===== src/rtl/store_buffer.sv =====
// Posted-write store buffer in front of a single-port data memory.
// Stores drain FIFO-order when the port is free; loads see the youngest matching pending store.
module store_buffer #(
    parameter int DEPTH  = 4,
    parameter int DATA_W = 32,
    parameter int ADDR_W = 32
) (
    input  logic                    clock,
    input  logic                    reset,
    input  logic                    st_valid,
    input  logic [ADDR_W-1:0]       st_addr,
    input  logic [DATA_W-1:0]       st_data,
    output logic                    st_ready,
    input  logic                    ld_valid,
    input  logic [ADDR_W-1:0]       ld_addr,
    output logic [DATA_W-1:0]       ld_data,
    output logic                    ld_fwd,
    output logic [ADDR_W-1:0]       mem_address,
    output logic [DATA_W-1:0]       mem_write_data,
    output logic                    mem_write_enable,
    input  logic [DATA_W-1:0]       mem_read_data,
    output logic                    empty,
    output logic [$clog2(DEPTH):0]  count
);

    localparam int PTR_W = $clog2(DEPTH);
    localparam int CNT_W = PTR_W + 1;

    logic [ADDR_W-1:0] addr_q  [DEPTH];
    logic [ADDR_W-1:0] addr_d  [DEPTH];
    logic [DATA_W-1:0] data_q  [DEPTH];
    logic [DATA_W-1:0] data_d  [DEPTH];
    logic [DEPTH-1:0]  valid_q;
    logic [DEPTH-1:0]  valid_d;
    logic [PTR_W-1:0]  head_q;
    logic [PTR_W-1:0]  head_d;
    logic [PTR_W-1:0]  tail_q;
    logic [PTR_W-1:0]  tail_d;
    logic [CNT_W-1:0]  count_q;
    logic [CNT_W-1:0]  count_d;

    logic              hit;
    logic [DATA_W-1:0] fwd_data;
    logic [PTR_W-1:0]  scan_idx;
    logic              push;
    logic              drain;

    assign empty    = (count_q == '0);
    assign st_ready = (count_q != CNT_W'(DEPTH));
    assign count    = count_q;

    // Scan oldest to youngest from head so the last match wins.
    always_comb begin
        hit      = 1'b0;
        fwd_data = '0;
        scan_idx = head_q;
        for (int i = 0; i < DEPTH; i++) begin
            scan_idx = head_q + PTR_W'(i);
            if (ld_valid && valid_q[scan_idx] && (addr_q[scan_idx] == ld_addr)) begin
                hit      = 1'b1;
                fwd_data = data_q[scan_idx];
            end
        end
    end

    assign push  = st_valid & st_ready;
    assign drain = ~empty & (~ld_valid | hit);

    assign ld_fwd           = hit;
    assign ld_data          = hit ? fwd_data : mem_read_data;
    assign mem_address      = drain ? addr_q[head_q] : ld_addr;
    assign mem_write_data   = data_q[head_q];
    assign mem_write_enable = drain;

    // Push and pop never touch the same slot: push needs !full and pop needs !empty.
    always_comb begin
        addr_d  = addr_q;
        data_d  = data_q;
        valid_d = valid_q;
        head_d  = head_q;
        tail_d  = tail_q;
        count_d = count_q;
        if (push) begin
            addr_d[tail_q]  = st_addr;
            data_d[tail_q]  = st_data;
            valid_d[tail_q] = 1'b1;
            tail_d          = tail_q + 1'b1;
        end
        if (drain) begin
            valid_d[head_q] = 1'b0;
            head_d          = head_q + 1'b1;
        end
        count_d = count_q + CNT_W'(push) - CNT_W'(drain);
    end

    always_ff @(posedge clock or negedge reset) begin
        if (!reset) begin
            addr_q  <= '{default: '0};
            data_q  <= '{default: '0};
            valid_q <= '0;
            head_q  <= '0;
            tail_q  <= '0;
            count_q <= '0;
        end else begin
            addr_q  <= addr_d;
            data_q  <= data_d;
            valid_q <= valid_d;
            head_q  <= head_d;
            tail_q  <= tail_d;
            count_q <= count_d;
        end
    end

endmodule


===== config.mk =====
export PLATFORM = sky130hd
export DESIGN_NAME = store_buffer
export DESIGN_NICKNAME = d
export VERILOG_FILES = /design/src/rtl/store_buffer.sv
export SDC_FILE = /design/constraint.sdc
export NUM_CORES = 1
export LEC_CHECK = 0
export CAP_MARGIN = 25
export CORE_MARGIN = 3
export CORE_UTILIZATION = 25
export CTS_BUF_LIST = sky130_fd_sc_hd__clkbuf_16
export CTS_CLUSTER_SIZE = 40
export DETAILED_ROUTE_END_ITERATION = 12
export PLACE_DENSITY = 0.49
export SLEW_MARGIN = 10
export SYNTH_ARGS = -nofsm -noshare
export SYNTH_HDL_FRONTEND = slang
export SYNTH_SLANG_ARGS = --single-unit
export TNS_END_PERCENT = 30

===== constraint.sdc =====
create_clock -name clock -period 5.96 [get_ports clock]
set_clock_uncertainty 0.2 [all_clocks]
set_input_delay 0.596 -clock clock [delete_from_list [all_inputs] [get_ports clock]]
set_output_delay 0.596 -clock clock [all_outputs]
set_load 0.005 [all_outputs]

# Yosys cells after proc, flatten, opt, wreduce, memory -nomap -nowiden
# Cells that the tools add are included.
# classes
add_sub_neg	6
magnitude_cmp	13
n_eq_ne	5
muxes	52
bitwise_logic	13
reduce_logical	12
# op_table
operator	n
two-way mux 32 bit	23
binary-select mux 32 bit (select 2 bit)	8
bitwise mux 128 bit	2
equality test 32 bit	4
demux 32 bit (select 2 bit)	1
greater-or-equal comparator 3 bit, second input constant	5
< comparator 2 x 3 -> 1 bit, second input constant	5
inverter 2 -> 3 bit	5
logical AND 1 bit	11
two-way mux 1 bit	10
binary-select mux 1 bit (select 2 bit)	4
two-way mux 4 bit	2
adder 2 x 1 -> 2 bit, second input constant	2
adder 2 bit, second input constant	2
bitwise AND 4 bit	1
demux 1 bit (select 2 bit)	2
greater-or-equal comparator 2 x 1 -> 1 bit, second input constant	2
inverter 4 bit	1
bitwise OR 4 bit	1
adder 3 x 1 -> 3 bit	1
logical NOT 3 bit	1
< comparator 3 x 1 -> 1 bit, second input constant	1
!= test 3 bit, second input constant	1
subtractor 3 x 1 -> 3 bit	1
other kinds (3)	5
# totals
regBits	267
output_inout_bits	103
wordCells	113

# Depth between registers and ports, before layout
# Gate-level depths: netlist of run 1.
# depth
depth_word	13
depth_mapped	28
ltp_nobuf	16

# Least setup slack after synthesis of run 1
# OpenSTA, ideal clock, no wires.
# synth_path
kind	register to register
startpoint	reg head_q[0]
endpoint	reg count_q[2] (netlist: count[2])
arrival_ps	5126
slack_ps	506
path_stages_with_launch	27
path_buffers	10
period_less_slack_ps	5454
path_cell_list	dfrtp_1 buf_6 buf_6 buf_6 inv_2 buf_2 buf_1 ha_1 buf_4 buf_4 buf_2 mux2i_1 nand2_1 a311o_1 nor4_1 nand4_1 o22a_1 a31oi_4 buf_6 buf_6 ha_1 inv_1 ha_1 inv_1 fa_1 xnor2_1 xnor2_1
# synth_between
elab_cells_between_ends	46
cone_classes	add/sub: 4; eq/ne: 4; mux: 24; bitwise: 6; reduce/logical: 8
# synth_rtl
element	line	text
start: declaration	35	logic [PTR_W-1:0] head_q;
start signal: assignment	101	head_q <= '0;
start signal: assignment	108	head_q <= head_d;
adder 2 bit *	58	scan_idx = head_q + PTR_W'(i);
via scan_idx[0]	44	logic [PTR_W-1:0] scan_idx;
inverter 2 -> 3 bit (implied by the code)	59	if (ld_valid && valid_q[scan_idx] && (addr_q[scan_idx] == ld_addr)) begin
binary-select mux 32 bit (select 2 bit)	59	
two-way mux 32 bit (implied by the code) (2 in a row)	59	
equality test 32 bit	59	
logical AND 1 bit *	59	
two-way mux 1 bit *	59	
bitwise OR 1 bit *	67	assign drain = ~empty & (~ld_valid | hit);
bitwise AND 1 bit *	67	
via mem_write_enable	20	output logic mem_write_enable,
subtractor 3 x 1 -> 3 bit *	93	count_d = count_q + CNT_W'(push) - CNT_W'(drain);
via count_d[2]	40	logic [CNT_W-1:0] count_d;
end signal: assignment	110	count_q <= count_d;
end: declaration	39	logic [CNT_W-1:0] count_q;
# The timed path passes the listed nets; every way through them passes the cells marked *. The select of a mux whose other input is x is not followed.
# A chain may end at the register's enable or synchronous reset.

# Final worst setup path of run 1
# layout_path
startpoint	reg head_q[0]
endpoint	out ld_data[21]
# layout_between
elab_chain_cells	11
elab_cells_between_ends	60
cone_classes	add/sub: 3; eq/ne: 4; mux: 41; bitwise: 4; reduce/logical: 8
# layout_lines
element	line	text
adder 2 x 1 -> 2 bit or inverter 2 -> 3 bit (tied branches)	58, 59, 61	
inverter 2 -> 3 bit (implied by the code) or binary-select mux 32 bit (select 2 bit) (tied branches)	59, 61	
binary-select mux 32 bit (select 2 bit) or two-way mux 32 bit (tied branches)	59	
two-way mux 32 bit (implied by the code)	59	
two-way mux 32 bit (implied by the code) or equality test 32 bit (tied branches)	59	
equality test 32 bit or logical AND 1 bit (tied branches)	59	
logical AND 1 bit, or another cell as far along	59	
two-way mux 32 bit or two-way mux 1 bit (tied branches) (3 in a row)	59	
two-way mux 32 bit *	70	assign ld_data = hit ? fwd_data : mem_read_data;
end: declaration	16	output logic [DATA_W-1:0] ld_data,
# Mark *: on every way between the ends. The rest lies on a longest branch, timed or not. The select of a mux whose other input is x is not followed.

==> results of run 1 <==
==> cell families after synthesis <==
family / count (synthesis) / synth area share
and+or+nand+nor: 164 / 0.0445
buffers and inverters: 229 / 0.0512
adders and majority gates: 11 / 0.00697
muxes: 629 / 0.445
xor gates and xnor gates: 103 / 0.0433
DFF: 267 / 0.321
AOI/OAI and AO/OA: 257 / 0.0877
==> through the flow <==
stage                     setup TNS [ns]  cell area [um2]
final                                  0            25800
after global routing            -0.00167            25800
after CTS                              0            25700
after detailed placement               0            24400
after global placement                 0            24400
after floorplan                        0            20800
==> cells in the final DEF (no fill, tap or decap), types with 4 or more instances in the layout <==
cell type,n
nand2b_1,5
nand3_1,44
mux4_2,208
mux2_2,281
o21ai_1,23
nor3b_1,32
nand4_1,15
o21ai_0,26
o211ai_1,11
buf_4,48
clkdlybuf4s50_1,232
nor4_1,9
mux2_1,17
a221oi_1,35
a22oi_1,5
buf_12,16
nor3_1,5
o221ai_1,9
clkinv_1,7
diode_2,6
o22ai_1,41
nand2_4,4
inv_1,66
xnor2_1,85
xor2_1,17
dfrtp_1,265
clkbuf_16,36
nand2_1,25
buf_8,4
bufinv_16,5
a211oi_1,7
mux2i_1,121
ha_1,9
nor2b_1,5
nor2_1,10
o31ai_1,33
o2bb2ai_1,6
a21oi_1,24
==> routing by layer <==
metal,up-vias,track usage,part of all wire
li1,6923,-,-
met1,8554,0.233,0.42
met2,560,0.300,0.49
met3,97,0.0270,0.058
met4,0,0.0489,0.025
met5,-,0,0
==> how the worst max path moves through the flow <==
| stage | cells past startpoint | slack [ns] | endpoint | start |
|---|---|---|---|---|
| after floorplan | 26 | 0.51 | count[2] | head_q[0] |
| after global placement | 13 | 0.46 | mem_address[7] | head_q[1] |
| after detailed placement | 13 | 0.45 | mem_address[7] | head_q[1] |
| after CTS | 12 | 0.01 | ld_data[27] | head_q[1] |
| after global routing | 12 | -0.002 | ld_data[21] | head_q[1] |
| final | 14 | 0.06 | ld_data[21] | head_q[0] |
==> sequential cells by signal (all words and copies together) (netlist names) <==
signal   cells
tail_q       2
addr_q     128
data_q     128
head_q       2
count        3
valid_q      4
==> report_power, final <==
group	leakage, nW	internal [W]	switching (W)	total, W
registers	3.17	0.00276	0.00127	0.00403
clock network	0.611	0.00132	0.000886	0.00221
logic	6.04	0.00601	0.00492	0.0109
==> area by class of cell <==
cell class	instances	area [um2]
sequential	267	6690
multi-input combinational	1164	13200
clock inverter	29	290
fill	8273	56400
antenna	6	15.0
inverter	58	218
timing repair buffer	307	3190
clock buffer	36	901
tap	1070	1340
==> repair_timing <==
| item | 4_1_cts | 5_1_grt |
|---|---|---|
| hold buffers | 1 | 0 |
| hold endpoints to repair | 104 | 0 |
| pin swaps | 1 | 3 |
| gates resized for setup | 5 | 15 |
| buffers inserted | 5 | 0 |
| endpoints found under the setup margin | 46 | 14 |
==> flow_summary.json, run 1 <==
{
  "cp-start-kind": "flip-flop",
  "postRouteWirelength_mm": 77.2,
  "netlist_area_um2": 20800,
  "layout_min_cycle_time_ns": 5.90,
  "port_buffers": 234,
  "dieArea_um2": 86800,
  "vias": 16100,
  "worst_slew_pin_slew_ns": 1.07,
  "dr.pass1.iters": 5,
  "critPathCaptureType": "output pin",
  "ys_warn_count": 0,
  "grt_max_degree": 130,
  "synth_flop_cell": "dfrtp_1",
  "critPathMaxStageDelay_ns": 0.58,
  "grt_pass1_vias": 16900,
  "synth.yosys.seq_area_share": 0.321,
  "rr_endpoint": "count[2]",
  "power_w": 0.0172,
  "critical_path.top_delay_family": "buffers and inverters",
  "synth_top_area_share": 0.321,
  "antenna_found_initial": 7,
  "drt_iter0_drc": 1184,
  "arrival_ns": 5.11,
  "grt_pass1_wl_mm": 116,
  "path_cells": "buf_12, buf_12, mux4_2, xnor2_1, nand4_1, nor4_1, buf_4, o2111ai_4, buf_12, o21ai_2, buf_12, o22ai_1, o21ai_1, clkdlybuf4s50_1",
  "synth_seq_cells": 267,
  "slew_violations": 0,
  "path_clk_slew_ns": 0.06,
  "clock-sinks": 267,
  "r2r-start": "head_q[0]",
  "cts_max_level": 2,
  "rows": 105,
  "status": "finished, final reports clean",
  "leakage_nw": 9.82,
  "slew_headroom": 0.287,
  "synth_fp_nets": 1803,
  "period_share": 0.991,
  "place_hpwl_mm": 53.9,
  "crit_required_ns": 5.16,
  "gr-usage-all-layers": 0.176,
  "r2r_setup_slack_ns": 0.74,
  "cts_tree": "done",
  "powerDensity_nw_per_um2": 665,
  "syn_inst": 1660,
  "rsz0062_at_grt": "true",
  "synth_edf_count": 0,
  "ir_drop_uv": 391,
  "synth_cell_type_count": 63,
  "async_flop_share": 1.00,
  "hold_depth": 1,
  "place_ws_ns": 0.445,
  "yosysMostFrequentCell": "mux2_2",
  "ys_top_cells_by_area": "dfrtp_1 (32%), mux4_2 (23%), mux2_2 (15%)",
  "finalSetupViolCount": 0,
  "finalWeightedCongestion": 0.945,
  "clock_path_buffers": 3,
  "overflow": 0,
  "maxCapViolations": 0,
  "slowest_stage": "clkdlybuf4s50_1",
  "hold_end": "data_q[11]",
  "via_per_inst": 5.49,
  "min-delay-start": "data_q[11]",
  "syn2layout_area_growth_pct": 24.1,
  "drive_gt1_frac": 0.339,
  "die_width_um": 295,
  "fmax_mhz": 169,
  "holdWs_ns": 0.369,
  "placed_cells": 2859,
  "critical_path_class": "reg2out",
  "drcViolationCount": 0,
  "critPathMaxFanout": 50,
  "path_buf_inv": 6,
  "syn_area_per_cell_um2": 12.5,
  "fin_nets": 1977,
  "die_h_um": 295,
  "yosys.area.top_type": "dfrtp_1",
  "ant_nets": 0,
  "finalHoldViolations": 0,
  "coreArea_um2": 82200,
  "stdcell_count": 2937,
  "wl_per_cell_um": 26.3,
  "initial_core_util": 0.253,
  "clockRootBuffer": "clkbuf_16",
  "cp_common_cell": "buf_12",
  "cts_buffers": 36,
  "clock_latency_ns": 0.57,
  "r2r_cells": 19,
  "synth_common_cells": "mux2_2 (280), dfrtp_1 (267), mux4_2 (208)",
  "boundaryPins": 235,
  "final_util": 0.314,
  "fin_ws_ns": 0.0566,
  "hold_class": "reg2reg"
}
Power figures use the tool's default switching activity.
==> inputs of run 2 (changes only) <==
Settings changed: CORE_UTILIZATION 25 to 55, PLACE_DENSITY 0.49 to 0.85.
Clock period 5.96 ns to 7.4 ns, I/O delays scaled along.
==> run 2 against run 1 <==
Net effect:
- first-iteration DRC count up 90%
- worst setup slack better by 0.43 ns
- die area down 54%
- clock power down 34%
- critical path depth down 1
- clock-buffer cell count down 5
- cell area down 5.5%
- register-to-register slack better by 0.68 ns
- non-clock buffer count down 42
- highest routed layer is now met5
- utilization up 35 points
- critical endpoint is now mem_address[15]
==> flow_summary.json, run 2 (same netlist as run 1, synthesis figures left out) <==
{
  "port_buffers": 234,
  "cts_tree": "done",
  "finalWeightedCongestion": 0.990,
  "grt_pass1_wl_mm": 103,
  "syn2layout_area_growth_pct": 17.2,
  "place_ws_ns": 1.07,
  "worst_slew_pin_slew_ns": 1.02,
  "clock_latency_ns": 0.61,
  "power.share.switching": 0.417,
  "status": "finished, final reports clean",
  "vias": 16600,
  "p_clk_frac": 0.110,
  "die_width_um": 201,
  "overflow": 0,
  "path_clk_slew_ns": 0.07,
  "die_h_um": 201,
  "slowest_stage": "dfrtp_4",
  "critical_path.top_delay_family": "buffers and inverters",
  "cts_setup_buffers": 0,
  "ant_nets": 0,
  "critPathMaxStageDelay_ns": 0.78,
  "stdcell_count": 2321,
  "slew_violations": 0,
  "p_seq_frac": 0.250,
  "finalSetupViolCount": 0,
  "powerDensity_nw_per_um2": 539,
  "place_hpwl_mm": 43.9,
  "layout_commonest_cell": "mux2_2",
  "dr.pass1.iters": 7,
  "ir_drop_uv": 509,
  "nFillCells": 2673,
  "path_cells": "inv_1, ha_4, buf_12, mux2i_1, nand2_1, a311o_1, nor4_1, nand4_1, o22a_2, a31oi_4, buf_12, mux2_2, clkdlybuf4s50_1",
  "maxCapViolations": 0,
  "critPathMaxFanout": 55,
  "combPwrFrac": 0.640,
  "crit_required_ns": 6.46,
  "rsz0062_at_grt": "false",
  "initial_core_util": 0.563,
  "coreArea_um2": 37000,
  "finalHoldViolations": 0,
  "cts_buffers": 31,
  "leakage_nw": 9.44,
  "slew_headroom": 0.317,
  "ctsHoldBuffers": 0,
  "fin_nets": 1930,
  "cp-start-kind": "flip-flop",
  "fmax_mhz": 145,
  "drive_gt1_frac": 0.318,
  "arrival_ns": 5.97,
  "drcViolationCount": 0,
  "p_sw_w": 0.00548,
  "boundaryPins": 235,
  "reg_top3": "addr_q: 128 flops, data_q: 128 flops, valid_q: 4 flops",
  "placed_cells": 2256,
  "setup_tns_ns": 0,
  "drt_iter0_drc": 2253,
  "hold_class": "in2async",
  "clockRootBuffer": "clkbuf_16",
  "grt_max_degree": 136,
  "postRouteWirelength_mm": 66.1,
  "dieArea_um2": 40200,
  "layout_min_cycle_time_ns": 6.91,
  "via_per_inst": 7.15,
  "antenna_found_initial": 8,
  "critPathCaptureType": "output pin",
  "period_share": 0.934,
  "post_cts_resized": 0,
  "rows": 70,
  "wl_per_cell_um": 28.5,
  "fin_ws_ns": 0.491,
  "path_buf_inv": 4,
  "clock-sinks": 267,
  "critical_path_class": "reg2out",
  "cp_common_cell": "buf_12",
  "gr-usage-all-layers": 0.323,
  "grt_pass1_vias": 16600,
  "p_int_w": 0.00767,
  "clock_path_buffers": 3,
  "mostFrequentLayoutCells": "mux2_2 (280), dfrtp_1 (265), clkdlybuf4s50_1 (233)",
  "cts_max_level": 1
}
run 2: cell count changes in the layout (fill, tap and decap cells not counted), moves of 3 or more:
cell / previous run / this run
bufinv_16: 5 / 1
clkinv_2: 2 / 6
clkbuf_16: 36 / 31
buf_4: 48 / 18
o21ai_0: 26 / 29
buf_12: 16 / 7
o21ai_1: 23 / 20
run 2: final timing paths:
path / start / end / slack (ns) / cells past startpoint
worst min-delay path: reset / data_q[102] / 0.01 / 1
max in group asynchronous: reset / addr_q[6] / 5.42 / 2
min in group clock: count[0] / count[0] / 0.37 / 1
worst max register to register: head_q[1] / count[2] / 1.42 / 18
worst min register to register: count[0] / count[0] / 0.37 / 1
worst max-delay path: head_q[1] / mem_address[15] / 0.49 / 13
run 2: metal layers:
layer	vias to the layer above	global-route usage	routed length (um)
met2	1159	0.498	30500
met4	4	0.130	3080
met1	8415	0.448	25500
met5	-	0	29
met3	187	0.0718	6980
li1	6827	-	-
run 2: power groups by stage:
stage / registers, W / clock network, W / logic [W]
after floorplan: 0.00284 / 0 / 0.00621
after global placement: 0.00312 / 0 / 0.00808
after detailed placement: 0.00324 / 0 / 0.00825
after CTS: 0.00323 / 0.00146 / 0.00833
after global routing: 0.00340 / 0.00152 / 0.00887
final: 0.00328 / 0.00145 / 0.00842
run 2: final cells by class:
| class | count | area [um2] | share of cell area |
|---|---|---|---|
| repair buffers | 265 | 2780 | 0.114 |
| inverters | 58 | 218 | 0.00892 |
| multi-input cells | 1164 | 13200 | 0.539 |
| clock inverters | 26 | 155 | 0.00636 |
| clock buffers | 31 | 776 | 0.0318 |
| well taps | 504 | 631 | 0.0258 |
| diodes | 6 | 15.0 | 0.000615 |
| flip-flops and latches | 267 | 6690 | 0.274 |
run 2: per-stage QoR:
stage / hold WS (ns) / util / power [W] / area (um2)
after detailed placement: 0.361 / 0.634 / 0.0115 / 23400
after global placement: 0.339 / 0.631 / 0.0112 / 23300
after floorplan: 0.244 / - / 0.00905 / 20800
final: 0.0135 / 0.660 / 0.0132 / 24400
after CTS: 0.0970 / 0.659 / 0.0130 / 24400
after global routing: 0.0839 / 0.660 / 0.0138 / 24400
==> inputs of run 3 (changes only) <==
Settings changed: SETUP_SLACK_MARGIN set to 0.15.
==> results of run 3 <==
No change in the layout: final DEF, timing and power equal those of run 2.
